<file path="src/rtl/frame_detector_core.sv">
// rtl/frame_detector_core.sv - framed-stream receiver with speculative FIFO and bit-serial channel replay
//
// Ports:
//   clk_in                    sole clock, rising edge
//   rst_n                     synchronous active-low reset
//   data_in[15:0]             one stream word per edge
//   data_out_ch1..ch8         serial Gray-coded data, MSB first
//   data_vld_ch1..ch8         serial-bit valid per channel
//   fifo_empty                no committed entries pending
//   fifo_full                 committed + speculative entries == FIFO_DEPTH
//   crc_valid / crc_err       one-cycle pulses on good / bad-CRC frame completion

module frame_detector_core #(
  parameter logic [15:0] HEADER_WORD  = 16'hE0E0,
  parameter logic [15:0] TRAILER_WORD = 16'h0E0E,
  parameter int          FIFO_DEPTH   = 16
) (
  input  logic        clk_in,
  input  logic        rst_n,
  input  logic [15:0] data_in,
  output logic        data_out_ch1,
  output logic        data_out_ch2,
  output logic        data_out_ch3,
  output logic        data_out_ch4,
  output logic        data_out_ch5,
  output logic        data_out_ch6,
  output logic        data_out_ch7,
  output logic        data_out_ch8,
  output logic        data_vld_ch1,
  output logic        data_vld_ch2,
  output logic        data_vld_ch3,
  output logic        data_vld_ch4,
  output logic        data_vld_ch5,
  output logic        data_vld_ch6,
  output logic        data_vld_ch7,
  output logic        data_vld_ch8,
  output logic        fifo_empty,
  output logic        fifo_full,
  output logic        crc_valid,
  output logic        crc_err
);

  localparam int AW = $clog2(FIFO_DEPTH);
  localparam logic [AW:0] PTR_INC = (AW+1)'(1);
  localparam logic [AW:0] DEPTH_P = (AW+1)'(FIFO_DEPTH);

  typedef enum logic [1:0] {S_IDLE, S_H1, S_H2, S_PAYLOAD} state_t;

  state_t      state_q, state_d;
  logic [3:0]  cnt_q, cnt_d;     // payload words received after the channel word
  logic [3:0]  dcnt_q, dcnt_d;   // data words written speculatively
  logic [15:0] w1_q, w1_d;       // previous payload word
  logic [15:0] w2_q, w2_d;       // payload word before that
  logic [15:0] crc_q, crc_d;
  logic [2:0]  ch_q, ch_d;
  logic [AW:0] wr_q, wr_d, cm_q, cm_d, rd_q, rd_d;
  logic        crc_valid_q, crc_valid_d, crc_err_q, crc_err_d;
  logic [15:0] sh_q, sh_d;
  logic [2:0]  sh_ch_q, sh_ch_d;
  logic [3:0]  bit_q, bit_d;
  logic        act_q, act_d;
  logic [7:0]  dout_q, dout_d, dvld_q, dvld_d;

  logic [18:0] mem_q [FIFO_DEPTH];
  logic        fifo_we;
  logic        empty_w, full_w, pop;
  logic [18:0] rd_entry;
  logic        ch_ok, trailer_done;
  logic [2:0]  ch_idx;

  function automatic logic [15:0] crc16_word(input logic [15:0] crc, input logic [15:0] w);
    logic [15:0] c;
    c = crc;
    for (int i = 15; i >= 0; i--) begin
      if (c[15] ^ w[i]) c = {c[14:0], 1'b0} ^ 16'h1021;
      else              c = {c[14:0], 1'b0};
    end
    return c;
  endfunction

  assign empty_w  = (cm_q == rd_q);
  assign full_w   = ((wr_q - rd_q) == DEPTH_P);
  assign rd_entry = mem_q[rd_q[AW-1:0]];
  assign ch_ok    = (data_in[15:8] == 8'h00) && $onehot(data_in[7:0]);
  assign trailer_done = (cnt_q != 4'd0) && (w1_q == TRAILER_WORD) && (data_in == TRAILER_WORD);

  always_comb begin
    ch_idx = 3'd0;
    for (int k = 0; k < 8; k++) begin
      if (data_in[k]) ch_idx = 3'(k);
    end
  end

  always_comb begin
    state_d     = state_q;
    cnt_d       = cnt_q;
    dcnt_d      = dcnt_q;
    w1_d        = w1_q;
    w2_d        = w2_q;
    crc_d       = crc_q;
    ch_d        = ch_q;
    wr_d        = wr_q;
    cm_d        = cm_q;
    rd_d        = rd_q;
    crc_valid_d = 1'b0;
    crc_err_d   = 1'b0;
    sh_d        = sh_q;
    sh_ch_d     = sh_ch_q;
    bit_d       = bit_q;
    act_d       = act_q;
    dout_d      = 8'h00;
    dvld_d      = 8'h00;
    fifo_we     = 1'b0;
    pop         = 1'b0;

    // Serializer: the pop happens on the edge that emits bit0 so words run gapless.
    if (act_q) begin
      dout_d[sh_ch_q] = sh_q[15];
      dvld_d[sh_ch_q] = 1'b1;
      sh_d  = {sh_q[14:0], 1'b0};
      bit_d = bit_q + 4'd1;
      if (bit_q == 4'd15) act_d = 1'b0;
    end
    if ((!act_q || bit_q == 4'd15) && !empty_w) begin
      pop     = 1'b1;
      sh_d    = rd_entry[15:0] ^ (rd_entry[15:0] >> 1);
      sh_ch_d = rd_entry[18:16];
      bit_d   = 4'd0;
      act_d   = 1'b1;
      rd_d    = rd_q + PTR_INC;
    end

    case (state_q)
      S_IDLE: if (data_in == HEADER_WORD) state_d = S_H1;
      S_H1:   state_d = (data_in == HEADER_WORD) ? S_H2 : S_IDLE;
      S_H2: begin
        if (data_in != HEADER_WORD) begin
          if (ch_ok) begin
            ch_d    = ch_idx;
            cnt_d   = 4'd0;
            dcnt_d  = 4'd0;
            crc_d   = 16'hFFFF;
            state_d = S_PAYLOAD;
          end else begin
            state_d = S_IDLE;
          end
        end
      end
      S_PAYLOAD: begin
        if (trailer_done) begin
          // w2 holds the CRC word; everything before it was already written as data.
          state_d = S_IDLE;
          if (dcnt_q == 4'd0) begin
            wr_d = cm_q;
          end else if (crc_q == w2_q) begin
            cm_d        = wr_q;
            crc_valid_d = 1'b1;
          end else begin
            wr_d      = cm_q;
            crc_err_d = 1'b1;
          end
        end else if (cnt_q == 4'd10) begin
          // Eight data words plus CRC already seen and still no trailer.
          wr_d    = cm_q;
          state_d = S_IDLE;
        end else begin
          w2_d  = w1_q;
          w1_d  = data_in;
          cnt_d = cnt_q + 4'd1;
          // The current word plus w1 rule out a trailer, so w2 is confirmed data.
          if (cnt_q >= 4'd2) begin
            if (full_w && !pop) begin
              wr_d    = cm_q;
              state_d = S_IDLE;
            end else begin
              fifo_we = 1'b1;
              wr_d    = wr_q + PTR_INC;
              crc_d   = crc16_word(crc_q, w2_q);
              dcnt_d  = dcnt_q + 4'd1;
            end
          end
        end
      end
      default: state_d = S_IDLE;
    endcase
  end

  always_ff @(posedge clk_in) begin
    if (!rst_n) begin
      state_q     <= S_IDLE;
      cnt_q       <= 4'd0;
      dcnt_q      <= 4'd0;
      w1_q        <= 16'h0000;
      w2_q        <= 16'h0000;
      crc_q       <= 16'hFFFF;
      ch_q        <= 3'd0;
      wr_q        <= '0;
      cm_q        <= '0;
      rd_q        <= '0;
      crc_valid_q <= 1'b0;
      crc_err_q   <= 1'b0;
      sh_q        <= 16'h0000;
      sh_ch_q     <= 3'd0;
      bit_q       <= 4'd0;
      act_q       <= 1'b0;
      dout_q      <= 8'h00;
      dvld_q      <= 8'h00;
    end else begin
      state_q     <= state_d;
      cnt_q       <= cnt_d;
      dcnt_q      <= dcnt_d;
      w1_q        <= w1_d;
      w2_q        <= w2_d;
      crc_q       <= crc_d;
      ch_q        <= ch_d;
      wr_q        <= wr_d;
      cm_q        <= cm_d;
      rd_q        <= rd_d;
      crc_valid_q <= crc_valid_d;
      crc_err_q   <= crc_err_d;
      sh_q        <= sh_d;
      sh_ch_q     <= sh_ch_d;
      bit_q       <= bit_d;
      act_q       <= act_d;
      dout_q      <= dout_d;
      dvld_q      <= dvld_d;
    end
  end

  always_ff @(posedge clk_in) begin
    if (fifo_we) mem_q[wr_q[AW-1:0]] <= {ch_q, w2_q};
  end

  assign {data_out_ch8, data_out_ch7, data_out_ch6, data_out_ch5,
          data_out_ch4, data_out_ch3, data_out_ch2, data_out_ch1} = dout_q;
  assign {data_vld_ch8, data_vld_ch7, data_vld_ch6, data_vld_ch5,
          data_vld_ch4, data_vld_ch3, data_vld_ch2, data_vld_ch1} = dvld_q;
  assign fifo_empty = empty_w;
  assign fifo_full  = full_w;
  assign crc_valid  = crc_valid_q;
  assign crc_err    = crc_err_q;

endmodule

</file>
<file path="config.mk">
export PLATFORM = sky130hd
export DESIGN_NAME = frame_detector_core
export DESIGN_NICKNAME = d
export VERILOG_FILES = /design/src/rtl/frame_detector_core.sv
export SDC_FILE = /design/constraint.sdc
export NUM_CORES = 1
export LEC_CHECK = 0
export BUFFER_PORTS_ARGS = -buffer_cell sky130_fd_sc_hd__buf_4
export CORE_ASPECT_RATIO = 1.4
export CORE_MARGIN = 2
export CORE_UTILIZATION = 38
export CTS_CLUSTER_SIZE = 24
export DETAILED_ROUTE_END_ITERATION = 10
export PLACE_DENSITY_LB_ADDON = 0.1
export SLEW_MARGIN = 20
export SYNTH_ARGS = -nofsm -noshare
export SYNTH_HDL_FRONTEND = slang
export SYNTH_SLANG_ARGS = --single-unit
</file>
<file path="constraint.sdc">
create_clock -name clk_in -period 3.5 [get_ports clk_in]
set_clock_uncertainty 0.1 [all_clocks]
set_input_delay 0 -clock clk_in [delete_from_list [all_inputs] [get_ports clk_in]]
set_output_delay 0 -clock clk_in [all_outputs]
set_load 0.01 [all_outputs]
</file>
# After elaboration in Yosys (flattened, before gate mapping)
# Memories as Yosys holds them, arrays and structs flattened. A register that Yosys moved wholly into a read port is not among the register bits.
# Cells that the tools add are included.
[totals]
latchBits = 0
ram_bits = 304
out_inout_bits = 20
rom_bits = 0
mem_count = 1
ff_bits = 118
in_bits = 18
word_cells = 271
[classes]
add_sub_neg = 13
div = 0
order_cmp = 3
bitwise_logic = 38
shift = 0
eq_ne = 22
n_mul = 0
mux = 149
reduce_logical = 27
[mem_list]
columns = ["memory", "words", "word_bits", "rd", "rd_ports_with_merged_regs", "write_ports", "line_no", "rtl"]
rows = [
  ["mem_q", 16, 19, 1, 1, 1, "64", "logic [18:0] mem_q [FIFO_DEPTH];"],
]
[ops]
columns = ["cell", "n"]
rows = [
  ["$mux W16", 83],
  ["$mux W13", 16],
  ["$not A3 Y3", 16],
  ["$mux W4", 10],
  ["$eq A16 B12 Y1 const B", 2],
  ["$pmux W16 S2", 1],
  ["$mux W5", 6],
  ["$mux W3", 6],
  ["$eq A16 B16 Y1", 1],
  ["$eq A16 B16 Y1 const B", 1],
  ["$mux W2", 8],
  ["$ne A16 B16 Y1 const B", 1],
  ["$pmux W4 S2", 2],
  ["$xor A1 B1 Y1", 16],
  ["$xor A16 B15 Y16", 1],
  ["$mux W1", 15],
  ["$ne A2 B2 Y1 const B", 7],
  ["$add A4 B1 Y4 const B", 3],
  ["$add A5 B1 Y5 const B", 2],
  ["$add A1 B1 Y2", 4],
  ["$and A8 B8 Y8", 1],
  ["$eq A4 B4 Y1 const B", 2],
  ["$logic_not A8 Y1", 1],
  ["$ne A4 B4 Y1 const B", 2],
  ["29 further kinds", 45],
]

# Logic depth before layout (Yosys ltp)
[logic_depth]
ltp_word = 116
ltp_mapped = 17
depth_no_buf = 15

# Worst setup path after synthesis
# Ideal clock, no wire load.
[synth_path]
path_type = "input port to flip-flop"
startpoint = "in data_in[0]"
endpoint = "reg crc_q[11]"
path_buffers = 2
setup_slack_ns = -0.262
setup_time_ns = 0.127
arrival_time_ns = 3.535
stages = 16
required_ns = 3.273
cell_sequence = "inv_1 > fa_1 > fa_1 > fa_1 > inv_1 > ha_1 > inv_1 > fa_1 > nand4b_1 > nor4_4 > o21a_4 > a31oi_4 > buf_6 > buf_8 > mux2i_1 > nand2_1"
[synth_between]
elab_chain_cells = 7
elab_cells_between_ends = 12
classes_between = "add/sub (3); eq/ne (6); reduce/logical (3)"
[synth_lines]
columns = ["item", "line_no", "rtl"]
rows = [
  ["start: declaration", "20", "input logic [15:0] data_in,"],
  ["$add A1 B1 Y2 (implied by the code)", "84", "assign ch_ok = (data_in[15:8] == 8'h00) && $onehot(data_in[7:0]);"],
  ["$add A2 B2 Y3 (implied by the code)", "84", ""],
  ["$add A3 B3 Y4 (implied by the code)", "84", ""],
  ["$eq A4 B1 Y1", "84", ""],
  ["$logic_and A1 B1 Y1", "84", ""],
  ["$ne A2 B2 Y1 (no line)", "--", ""],
  ["$reduce_and A7 Y1 (no line) *", "--", ""],
  ["end signal: assignment", "214", "crc_q <= crc_d;"],
  ["end: declaration", "54", "logic [15:0] crc_q, crc_d;"],
]
# Mark *: on every way between the ends. The rest lies on a longest branch, timed or not.
# A chain may end at the register's enable or synchronous reset.

# Final worst setup path
[layout_path]
startpoint = "in data_in[0]"
endpoint = "reg crc_q[9]"
# Same word-level chain as after synthesis.

==> summary.txt <==
Hold path
  – Hold Path Cell Cnt: 7
  – Hold EP: state_q[0]
  – HP Start: data_in[0]
  – HP Class: primary input to register

Critical path
  – Crit path capture type: register
  – Critical path depth: 17
  – Worst Setup SP: data_in[0]
  – Crit path top cell by count: fa_1
  – Max incr delay on CP: 0.56 ns
  – Critical Path Fanout Max: 7
  – Worst path cell trace: buf_6 -> inv_12 -> fa_1 -> fa_1 -> fa_1 -> inv_1 -> ha_2 -> inv_2 -> fa_1 -> nor2b_1 -> a21oi_2 -> nor4_4 -> o21a_4 -> a31oi_4 -> buf_4 -> mux2i_1 -> nand2_1
  – Worst Path Arrival: 3.67 ns
  – Reg2Reg Depth: 7
  – Reg2reg start: wr_q[2]
  – CP Buf/Inv Count: 5
  – Worst setup SP type: primary input
  – Max stage delay cell, worst path: fa_1
  – Path type of the worst setup path: primary input to register
  – Reg2Reg Setup Slack: 0.44 ns
  – CP required: 3.82 ns
  – FF-to-FF End: mem_q[14][12]
  – Crit-path leading delay family: adder cells

Route
  – Vias/cell: 5.19
  – Final wirelength: 43.3 mm
  – 1st-pass router iterations: 11
  – Wire per inst: 23.3 µm
  – DRT iter0 DRCs: 649
  – # DRC: 0
  – Routed Antenna Nets: 0
  – Routed vias: 9641

Die
  – Core ar.: 45100 µm²
  – Standard-cell rows: 92
  – # IOs: 38
  – Chip width: 185 µm
  – Die height: 257 µm
  – Die area: 47500 µm²
  – Initial core utilization: 38.5%

Cells and area
  – Commonest non-fill, non-tap cells in the layout: edfxtp_1, dfxtp_1, mux4_2
  – Area grow syn2layout: 19.3%
  – Design area: 20700 µm²
  – Commonest non-fill, non-tap cell in the layout: edfxtp_1
  – Final nets: 1254
  – Layout cells sized above 1: 24.2%
  – Core Util, Final: 45.9%
  – Ant diodes: 0

Logic synthesis
  – YS warnings: 0
  – Ys flop type: edfxtp_1
  – Ys async rst share: 0%
  – Syn nets: 1132
  – Syn_area_per_cell: 15.9 µm²
  – Post-synth EDFFs: 304
  – Seq/Total Area, Yosys: 66.6%
  – Distinct cells, synth: 70
  – Synth Register Bits: 426
  – Mapped Cells: 1090
  – Post-Syn Area: 17400 µm²

Clock tree
  – Clock buffer depth: 3
  – CTS Buf Count: 42
  – Clock transition at the registers of the reported paths: 0.06 ns
  – Clock Latency Late Sink: 0.55 ns
  – H-tree levels: 2
  – Clock root buffer: clkbuf_16
  – Clk sinks: 426
  – TritonCTS clock tree: done

Global routing
  – Gr usage total: 18.7%
  – Vias in the first global route: 10300
  – Largest net degree at the start of global routing: 68
  – First-pass GRT wire length: 64.9 mm
  – Initial antenna violation count: 0
  – Grt ovf: 0

Timing
  – Tightest Pin Transition: 0.870 ns
  – Hold Slack: 0.0288 ns
  – Final Hold Viols: 0
  – Slew Viols, Final: 0
  – RSZ-0062 raised after global routing: false
  – Highest Clock Rate: 299 MHz
  – Fin crit period: 3.35 ns
  – Max_slew headroom: 42.0%
  – Final setup viols: 0
  – Final Cycle Share: 95.7%

Status
  – Outcome: finished clean

Flow run
  – Max_cap viols: 0

Placed design
  – I/O Buffers: 37
  – Routability cong.: 0.809
  – Dpl hpwl: 26.7 mm
  – Post-DP Area: 19000 µm²

Pwr
  – P_leak: 0.00772 µW
  – Worst vdd ir: 0.493 mV
  – Pwr Density: 530 nW/µm²
[power by group]
group	internal (µW)	switching [µW]	total, µW
sequential	5350	47.9	5400
clock	2990	1920	4900
combinational	290	390	680
total	8620	2350	11000
[worst max path at each step]
stage | endpoint
floorplan | crc_q[11]
global placement | crc_q[1]
detailed placement | crc_q[0]
CTS | crc_q[0]
global route | crc_q[10]
finish | crc_q[9]
[layout make-up]
type | instances | area, µm²
multi-input combinational | 588 | 5500
sequential | 426 | 11600
clock inverter | 25 | 305
timing repair buffer | 127 | 1250
inverter | 27 | 114
fill | 4067 | 24400
clock buffer | 53 | 1220
tap | 611 | 764
[what timing repair did]
action	in CTS	in global routing
resized for setup	0	3
pin swaps	1	2
setup buffers	0	4
setup endpoints to repair	1	15
endpoints found under the hold margin	68	0
hold buffers	19	0
cloned	0	1
[sequential cells by signal, indices dropped and copies added, names as in the netlist, named ones only]
| signal | flops |
|---|---|
| act_q | 1 |
| bit_q | 4 |
| ch_q | 3 |
| cm_q | 5 |
| cnt_q | 4 |
| crc_err | 1 |
| crc_q | 16 |
| crc_valid | 1 |
| dcnt_q | 4 |
| dout_q | 8 |
| dvld_q | 8 |
| mem_q | 304 |
| rd_q | 5 |
| sh_ch_q | 3 |
| sh_q | 16 |
| state_q | 2 |
| w1_q | 16 |
| w2_q | 16 |
| wr_q | 5 |
[per-layer routing]
layer,global-route usage (%),vias to the layer above,share of wire [%]
li1,-,4428,-
met1,22.2,4999,39
met2,35.3,157,55
met3,2.15,57,3.0
met4,5.34,0,2.2
met5,0,-,0
[cells in the mapped netlist (9+ instances only)]
| cell | number | area share [%] |
|---|---|---|
| mux4_2 | 95 | 12 |
| xor2_1 | 35 | 1.8 |
| xnor2_1 | 44 | 2.2 |
| mux2i_1 | 19 | 1.1 |
| nor3_1 | 10 | 0.29 |
| nand3_1 | 9 | 0.26 |
| dfxtp_1 | 122 | 14 |
| ha_1 | 20 | 1.4 |
| nor2_1 | 75 | 1.6 |
| and3_1 | 15 | 0.54 |
| a21oi_1 | 43 | 1.2 |
| nand2_1 | 94 | 2.0 |
| a222oi_1 | 15 | 0.86 |
| inv_1 | 27 | 0.58 |
| edfxtp_1 | 304 | 53 |
| clkbuf_1 | 37 | 0.80 |
[metrics by stage]
step                      total power [µW]  TNS (ns)  cells  setup slack, ns
final                                11000         0   1857            0.151
after global routing                 11300         0   1857           0.0284
after CTS                            11100         0   1852           0.0141
after detailed placement              6190    -10.28   1755           -0.588
after global placement                6190     -9.28   1755           -0.522
after floorplan                       5980     -3.09   1090           -0.224
[logic make-up (layout without fill, tap and decap cells)]
group	Yosys count	count (layout)	share of synthesized area (%)
xor gates and xnor gates	80	80	4.08
adders and majority gates	24	24	1.90
AOI/OAI and AO/OA	105	106	4.54
and+or+nand+nor	263	263	7.48
buffers and inverters	77	232	1.91
DFF	426	426	66.6
muxes	115	115	13.5
[worst min-delay path: cells and delay by family]
| kind | cells | cell delay, ns |
|---|---|---|
| and+or+nand+nor | 3 | 0.24 |
| adders and majority gates | 1 | 0.18 |
| buffers and inverters | 2 | 0.14 |
| AOI/OAI and AO/OA | 1 | 0.05 |
Note: power is estimated with default switching activity, not from simulation.
